$ cat config.mk
export PLATFORM = sky130hd
export DESIGN_NAME = mux_bus_arbiter
export DESIGN_NICKNAME = d
export VERILOG_FILES = /design/src/rtl/mux_bus_arbiter_pkg.sv /design/src/rtl/mux_bus_arbiter_mux2x1.sv /design/src/rtl/mux_bus_arbiter.sv
export SDC_FILE = /design/constraint.sdc
export NUM_CORES = 1
export LEC_CHECK = 0
export BUFFER_PORTS_ARGS = -buffer_cell sky130_fd_sc_hd__buf_2
export CORE_AREA = 10 10 47 49
export DETAILED_ROUTE_END_ITERATION = 10
export DIE_AREA = 0 0 57 59
export PLACE_DENSITY_LB_ADDON = 0.08
export SLEW_MARGIN = 20
export SYNTH_ARGS = -nofsm -noshare
export SYNTH_HDL_FRONTEND = slang
export SYNTH_SLANG_ARGS = --single-unit
$ cat constraint.sdc
create_clock -name clk -period 1.8 [get_ports clk]
set_clock_uncertainty 0.05 [all_clocks]
set_input_delay 0.18 -clock clk [delete_from_list [all_inputs] [get_ports clk]]
set_output_delay 0.18 -clock clk [all_outputs]
set_load 0.02 [all_outputs]
$ cat src/rtl/mux_bus_arbiter_pkg.sv
// mux_bus_arbiter_pkg: state encodings, bus width and default hold limit shared by the arbiter.
package mux_bus_arbiter_pkg;
  typedef enum logic [1:0] {ST_IDLE = 2'd0, ST_GNT_A = 2'd1, ST_GNT_B = 2'd2} state_t;
  localparam int BUS_W = 4;
  localparam int HOLD_MAX_DEF = 4;
endpackage

$ cat src/rtl/mux_bus_arbiter_mux2x1.sv
// mux2x1: gate-level W-bit 2:1 mux, s = 0 passes a.
module mux2x1 #(
  parameter int W = 4
) (
  input  logic [W-1:0] a,
  input  logic [W-1:0] b,
  input  logic         s,
  output logic [W-1:0] y
);
  assign y = (a & {W{~s}}) | (b & {W{s}});
endmodule

$ cat src/rtl/mux_bus_arbiter.sv
// mux_bus_arbiter: two-requester round-robin arbiter steering a 2:1 mux onto a registered bus.
// Optional hold limit enabled by MUX_BUS_ARB_HOLD_LIMIT_EN.
module mux_bus_arbiter
  import mux_bus_arbiter_pkg::*;
#(
  parameter int HOLD_MAX = HOLD_MAX_DEF
) (
  input  logic             clk,
  input  logic             rst,
  input  logic             req_a,
  input  logic             req_b,
  input  logic [BUS_W-1:0] data_a,
  input  logic [BUS_W-1:0] data_b,
  output logic             gnt_a,
  output logic             gnt_b,
  output logic             sel,
  output logic [BUS_W-1:0] bus_out,
  output logic             bus_valid
);
  state_t state_q, state_d;
  logic last_q, last_d;
  logic [BUS_W-1:0] bus_q, bus_d, mux_y;
  logic valid_q, rot;
  if (HOLD_MAX < 2 || HOLD_MAX > 15) begin : g_bad_hold
    $error("HOLD_MAX must be in 2..15");
  end
  assign gnt_a = state_q == ST_GNT_A;
  assign gnt_b = state_q == ST_GNT_B;
  assign sel = gnt_b;
  assign bus_out = bus_q;
  assign bus_valid = valid_q;
  mux2x1 #(.W(BUS_W)) u_mux (.a(data_a), .b(data_b), .s(sel), .y(mux_y));
`ifdef MUX_BUS_ARB_HOLD_LIMIT_EN
  localparam int CW = $clog2(HOLD_MAX);
  logic [CW-1:0] cnt_q, cnt_d;
  logic hold_full;
  assign hold_full = cnt_q == CW'(HOLD_MAX - 1);
  // rotate only when the waiting side is actually requesting
  assign rot = hold_full && (gnt_a ? req_b : req_a);
  assign cnt_d = (state_d != state_q || state_d == ST_IDLE) ? '0 : hold_full ? cnt_q : cnt_q + CW'(1);
  always_ff @(posedge clk or posedge rst)
    if (rst) cnt_q <= '0;
    else cnt_q <= cnt_d;
`else
  assign rot = 1'b0;
`endif
  always_comb begin
    state_d = ST_IDLE;
    if (state_q == ST_GNT_A) state_d = (req_a && !rot) ? ST_GNT_A : req_b ? ST_GNT_B : ST_IDLE;
    else if (state_q == ST_GNT_B) state_d = (req_b && !rot) ? ST_GNT_B : req_a ? ST_GNT_A : ST_IDLE;
    else state_d = (req_a && (!req_b || last_q)) ? ST_GNT_A : req_b ? ST_GNT_B : ST_IDLE;
    last_d = state_d == ST_GNT_B ? 1'b1 : state_d == ST_GNT_A ? 1'b0 : last_q;
    bus_d = (gnt_a || gnt_b) ? mux_y : bus_q;
  end
  always_ff @(posedge clk or posedge rst)
    if (rst) begin
      state_q <= ST_IDLE;
      last_q  <= 1'b1;
      bus_q   <= '0;
      valid_q <= 1'b0;
    end else begin
      state_q <= state_d;
      last_q  <= last_d;
      bus_q   <= bus_d;
      valid_q <= gnt_a || gnt_b;
    end
endmodule
Word level (Yosys, flattened, before mapping)
Index checks and enable logic that the tools add are counted.

storage, ports and cells
  register bits after elaboration = 8
  bits of input ports = 12
  output and inout bits = 8
  logic and storage cells = 26

operators by class
  equal/unequal tests = 4
  mux-type cells = 9
  bitwise operators = 4
  reduce and logical (&&, ||, !) cells = 5

operator list
  cell                                                                    count
  2-bit two-way mux                                                       6
  4-bit AND                                                               2
  2-bit by 1-bit equality test with 1-bit output (second input constant)  2
  2-bit equality test (second input constant)                             2
  4-bit bitwise OR                                                        1
  1-bit two-way mux                                                       3
  1-bit logical OR                                                        2
  2-bit nonzero test                                                      1
  1-bit logical AND                                                       1
  1-bit logical NOT                                                       1
  1-bit NOT                                                               1

Logic depth before layout (Yosys ltp)
Gate-level depths: netlist of run 1.

  word-level depth = 9
  mapped depth = 6
  mapped depth without buffers = 5

By module
Synthesis of run 1 repeated with hierarchy kept, for this count alone.

second synthesis, totals
  cell total of the unflattened synthesis = 30
  area, all modules = 381.6 µm²

by module, submodules not included
  module           instances  cells each  area each (µm²)  sequential area each (µm²)
  mux_bus_arbiter  1          26          336.6            201.4
  mux2x1           1          4           45.0             0.0

Worst setup path before layout of run 1
Ideal clock, no wire load.

  path kind = register -> register
  from = register state_q[0]
  to = register state_q[0]
  library setup time = 0.124 ns
  arrival = 1.140 ns
  required time = 1.626 ns
  path slack = 0.486 ns
  stages on the path, launching flop included = 6
  path buffers = 1
  clock period less this slack = 1.314 ns
  path through = dfrtp_1 -> inv_1 -> ha_1 -> buf_6 -> nor2b_4 -> o31a_1

on the way
  cells in the longest elaborated chain, start to end = 3
  elaborated cells between the ends (all ways) = 4
  those cells by class = 2 x eq/ne; 2 x mux

ends and longest elaborated chain
  element                   line                   source
  start: declaration        mux_bus_arbiter.sv:20  state_t state_q, state_d;
  start signal: assignment  mux_bus_arbiter.sv:62  state_q <= state_d;
  2-bit equality test       n/a
  named net gnt_b           mux_bus_arbiter.sv:15  output logic gnt_b,
  2-bit two-way mux         mux_bus_arbiter.sv:50  else if (state_q == ST_GNT_B) state_d = (req_b && !rot) ? ST_GNT_B : req_a ? ST_GNT_A : ST_IDLE;
  2-bit two-way mux         mux_bus_arbiter.sv:49  if (state_q == ST_GNT_A) state_d = (req_a && !rot) ? ST_GNT_A : req_b ? ST_GNT_B : ST_IDLE;
  named net state_d[0]      mux_bus_arbiter.sv:20

The timed path passes the listed nets, and every way through them passes these cells.
A chain may end at the register's enable or synchronous reset.

Worst setup path after layout of run 1
  from = register state_q[0]
  to = output sel

on the way
  cells in the longest elaborated chain, start to end = 1

ends and longest elaborated chain
  element              line                   source
  2-bit equality test  mux_bus_arbiter.sv:28  assign gnt_b = state_q == ST_GNT_B;
  end: declaration     mux_bus_arbiter.sv:16  output logic sel,

No other way between the ends.

==> results of run 1 <==
where the power goes:
part / switching (W) / internal (W) / total [W]
sequential: 0.0000158 / 0.000218 / 0.000233
clock: 0.0000666 / 0.0000850 / 0.000152
combinational: 0.000103 / 0.0000681 / 0.000171
cell usage in the layout (no fill, tap or decap), types with 2 or more instances in the layout:
cell type  instances
buf_2             19
clkbuf_4           3
mux2i_1            4
inv_1              5
dfrtp_1            7
ha_1               2
nand2_1            4
o21ai_0            4
stage by stage:
stage / utilization (%) / worst slack, ns / instances
finish: 37.8 / 0.238 / 73
global placement: 35.2 / 0.522 / 68
CTS: 37.8 / 0.217 / 73
global route: 37.8 / 0.148 / 73
floorplan: - / 0.486 / 36
detailed placement: 35.2 / 0.481 / 68
logic make-up after synthesis:
logic type / Yosys count / share of synthesized area (%)
flops: 8 / 50.3
fa+ha+maj: 2 / 6.25
compound gates: 7 / 12.2
simple gates: 7 / 10.9
buf+inv: 8 / 10.3
mux: 4 / 10.0
sequential cells by signal, summed over array words and instances, names as in the netlist:
register / flops
bus_out: 4
bus_valid: 1
last_q: 1
state_q: 2
metal layers:
metal	GRT usage [%]	vias up	wire (µm)
li1	-	158	-
met5	0	-	0
met3	2.79	0	55
met2	9.77	15	431
met4	3.02	0	0
met1	6.51	131	424
synthesized netlist by cell type (all sizes together):
cell type / number
dfrtp: 7
inv: 5
o21ai: 5
mux2i: 4
nand2: 4
buf: 2
ha: 2
a21boi: 1
and2: 1
clkbuf: 1
dfstp: 1
nor2b: 1
o31a: 1
or2b: 1
layout make-up:
cell class | count | area [µm²] | area share, %
timing repair buffer | 20 | 105 | 19.9
tap | 16 | 20.0 | 3.78
sequential | 8 | 201 | 38.1
multi-input combinational | 20 | 158 | 29.8
inverter | 5 | 18.8 | 3.55
clock buffer | 4 | 26.3 | 4.96
worst paths after layout:
path / endpoint / startpoint / slack (ns)
hold / removal: state_q[1] / req_b / 0.11
setup / recovery: sel / state_q[0] / 0.24
setup reg to reg: bus_out[2] / state_q[0] / 0.48
min in group asynchronous: state_q[0] / rst / 0.35
hold reg to reg: bus_out[3] / bus_out[3] / 0.43
max in group asynchronous: last_q / rst / 1.05
timing repair:
action / in CTS / in global routing
endpoints found under the hold margin: 7 / 0
hold buffers: 1 / 0
gates resized for setup: 0 / 0
==> metrics.txt, run 1 <==
Pwr Total approximately 0.00056 W; gr ovfl total 0; required time worst endpoint between 1.5 and 2 ns; Slew @ Worst Pin about 0.39 ns; unique cell type count in the Yosys netlist 16; Setup Viol. Count Final 0; total CTS buffers 3; Die Y-Extent just under 60 µm; post-synthesis sequential area ratio just over 50%; Layout fillers roughly 150; Skew-Pair Late Insertion Delay 0.26 ns; final hold vios 0; Mapped Nets 50; period utilisation layout between 80% and 90%; Hold WS roughly 0.11 ns; max-cap violation count 0; CP max stage delay roughly 0.4 ns; Die Span X between 50 and 60 µm; CTS sink cnt 8; run status finished clean; routed vias/inst 4.16; initial antenna violation count 0; Mapped Avg Cell Area 11.1 µm²; worst rel slew slack 73.7%; Worst setup SP type flip-flop; HP Class in2reg; fraction of layout cells with a size suffix above 1 a little under half; first-pass GRT wire length 1600 µm; Synth Cell Area 400 µm²; first drt pass iteration count 4; CTS tree built; Pwr Density 1050 nW/µm²; VDD IR-drop max 437 µV; Clock Path Buffers 2; CP Data Arrival Time about 1.3 ns; crit path time final 1.56 ns; Crit path depth 3; Yosys reg bits 8; CP cell instances inv_1 -> ha_1 -> buf_2; DRT iter0 DRCs 6; # IOs 20; kind of critical path reg2out; largest net degree at the start of global routing 10; RSZ-0062 raised after global routing false; Final nets 72; critical path peak fanout 7; total routed wirelength ~910 µm; Synth Instances 36; core footprint about 1400 µm²; Area contributors post-synth dfrtp_1 (44%), mux2i_1 (10%), dfstp_2 (6.6%); hold depth 2; total track usage slightly above 6%; Yosys top cell by area dfrtp_1; worst path buffer plus inverter count 2; Post-CTS Setup Bufs 0; CP top delay family adder cells; DRC 0; DR vias between 300 and 400; post-route setup TNS 0 ns; area growth from synthesis to layout 32.2%; Slew Limit Fails 0; Clk pin slew, worst setup/hold paths 0.07 ns; YS warnings 0; # H-tree levels 1; R2R cell count 4; initial core utilization roughly 29%; Antenna Diode Count 0; Critical Path Sink Type output port; Synth top area share between 40% and 50%; final std cell area, no fill 529 µm²; RD Place Congestion around 0.63; Row Count 14; crit path max-delay cell type ha_1; Clock Tree Root clkbuf_4; static leakage between 0.2 and 0.3 nW; die area ~3400 µm²; Post-DP Area just under 500 µm²; number of global-route vias before repair around 360; fmax 640 MHz; WL/cell approximately 12 µm; final antenna-violating net count 0; I/O Buffers 19
(Power assumes the default switching activity.)
==> run 2: changes to the inputs <==
--- a/config.mk
+++ b/config.mk
@@ -6,9 +6,9 @@
 export NUM_CORES = 1
 export LEC_CHECK = 0
 export BUFFER_PORTS_ARGS = -buffer_cell sky130_fd_sc_hd__buf_2
-export CORE_AREA = 10 10 47 49
+export CORE_MARGIN = 10
+export CORE_UTILIZATION = 30
 export DETAILED_ROUTE_END_ITERATION = 10
-export DIE_AREA = 0 0 57 59
 export PLACE_DENSITY_LB_ADDON = 0.08
 export SLEW_MARGIN = 20
 export SYNTH_ARGS = -nofsm -noshare
==> constraint.sdc (replaced) <==
create_clock -name clk -period 2 [get_ports clk]
set_clock_uncertainty 0.05 [all_clocks]
set_input_delay 0.2 -clock clk [delete_from_list [all_inputs] [get_ports clk]]
set_output_delay 0.2 -clock clk [all_outputs]
set_load 0.02 [all_outputs]
==> metrics.txt, run 2 (synthesis results as in run 1) <==
run status finished clean; CTS hold repair buffers 1; VDD IR-drop max 363 µV; Row Count 13; post-detail-place hpwl around 800 µm; fraction of layout cells with a size suffix above 1 47.4%; fmax between 600 and 700 MHz; most common cell after layout, fill and taps aside buf_2; Pwr Density between 900 and 1000 nW/µm²; CP max stage delay 0.40 ns; Clk pin slew, worst setup/hold paths about 0.050 ns; first-pass GRT wire length about 1600 µm; Antenna Diode Count 0; CP Data Arrival Time 1.33 ns; core footprint about 1300 µm²; CTS sink cnt 8; Layout fillers 131; Setup Viol. Count Final 0; R2R cell count 4; area growth from synthesis to layout 31.9%; kind of critical path reg2out; Clock Path Buffers 2; Post-CTS Setup Bufs 0; I/O Buffers 19; gr ovfl total 0; total CTS buffers 3; number of global-route vias before repair 340; Clock Tree Root clkbuf_4; DR vias just over 300; internal power 0.000334 W; CTS tree built; Die Y-Extent approximately 57 µm; Post-Place Worst Slack ~0.66 ns; initial core utilization 31.2%; RD Place Congestion 0.595; period utilisation layout 78.9%; worst rel slew slack 72.8%; post-route setup slack about 0.42 ns; post-route setup TNS 0 ns; Die Span X around 57 µm; DRT iter0 DRCs 4; HP Class in2reg; Skew-Pair Late Insertion Delay roughly 0.25 ns; required time worst endpoint around 1.8 ns; worst path buffer plus inverter count 2; crit path max-delay cell type ha_1; largest net degree at the start of global routing 10; first drt pass iteration count 3; Critical Path Sink Type output port; Slew Limit Fails 0; # H-tree levels 1; DRC 0; total track usage under 10%; hold depth 2; total routed wirelength between 900 and 1000 µm; final hold vios 0; RSZ-0062 raised after global routing false; Pwr Total 0.000499 W; crit path time final between 1.5 and 2 ns; final antenna-violating net count 0; Crit path depth 3; Reg power frac a little over two fifths; Sequential Area about 200 µm²; max-cap violation count 0; WL/cell between 10 and 15 µm; initial antenna violation count 0; Slew @ Worst Pin between 0.4 and 0.5 ns; # IOs 20; clock power share a little over a quarter; CP top delay family adder cells; routed vias/inst about 4.3; commonest cells after routing, fill and taps aside buf_2 (19), dfrtp_1 (7), inv_1 (5); # resized after CTS 0; Gate power share 31.6%; die area approximately 3200 µm²; Worst setup SP type flip-flop; sw power 0.000166 W; footprint of the multi-input gates around 160 µm²; critical path peak fanout 7; static leakage ~0.28 nW; Final nets between 70 and 80; Sw Ratio 33.2%; CP cell instances inv_1 -> ha_1 -> buf_2; max FFs per register 4
==> run 2: through the flow <==
stage               hold slack (ns)  cell area, µm²  util (%)  cells
CTS                           0.124             528      41.1     72
global route                  0.134             528      41.1     72
floorplan                   -0.0351             400         -     36
detailed placement            0.107             492      38.3     67
global placement              0.102             492      38.3     67
finish                        0.137             528      41.1     72
==> run 2: final timing paths <==
check	from	endpoint	slack, ns
worst max-delay path	state_q[0]	gnt_b	0.42
worst min-delay path	req_b	state_q[1]	0.14
worst max register to register	state_q[0]	bus_out[3]	0.65
worst min register to register	bus_out[1]	bus_out[1]	0.43
max in group asynchronous	rst	last_q	1.25
min in group asynchronous	rst	bus_out[2]	0.37
==> run 2: routing by layer <==
layer | share of wire [%] | GRT usage (%)
met1 | 36 | 5.30
met2 | 54 | 11.3
met3 | 10 | 4.49
met4 | 0 | 4.12
met5 | 0 | 0
==> run 2: final cells by class <==
class,instances,share of cell area [%]
sequential,8,38.2
multi-input combinational,20,29.9
timing repair buffer,20,19.9
clock buffer,4,4.98
inverter,5,3.55
tap,15,3.55
==> run 2: power by group through the flow <==
stage                     combinational (W)  sequential, W  clock, W
after detailed placement           0.000159       0.000213         0
after global routing               0.000174       0.000214  0.000149
final                              0.000158       0.000211  0.000131
after floorplan                   0.0000732       0.000246         0
after CTS                          0.000161       0.000211  0.000137
after global placement             0.000154       0.000212         0
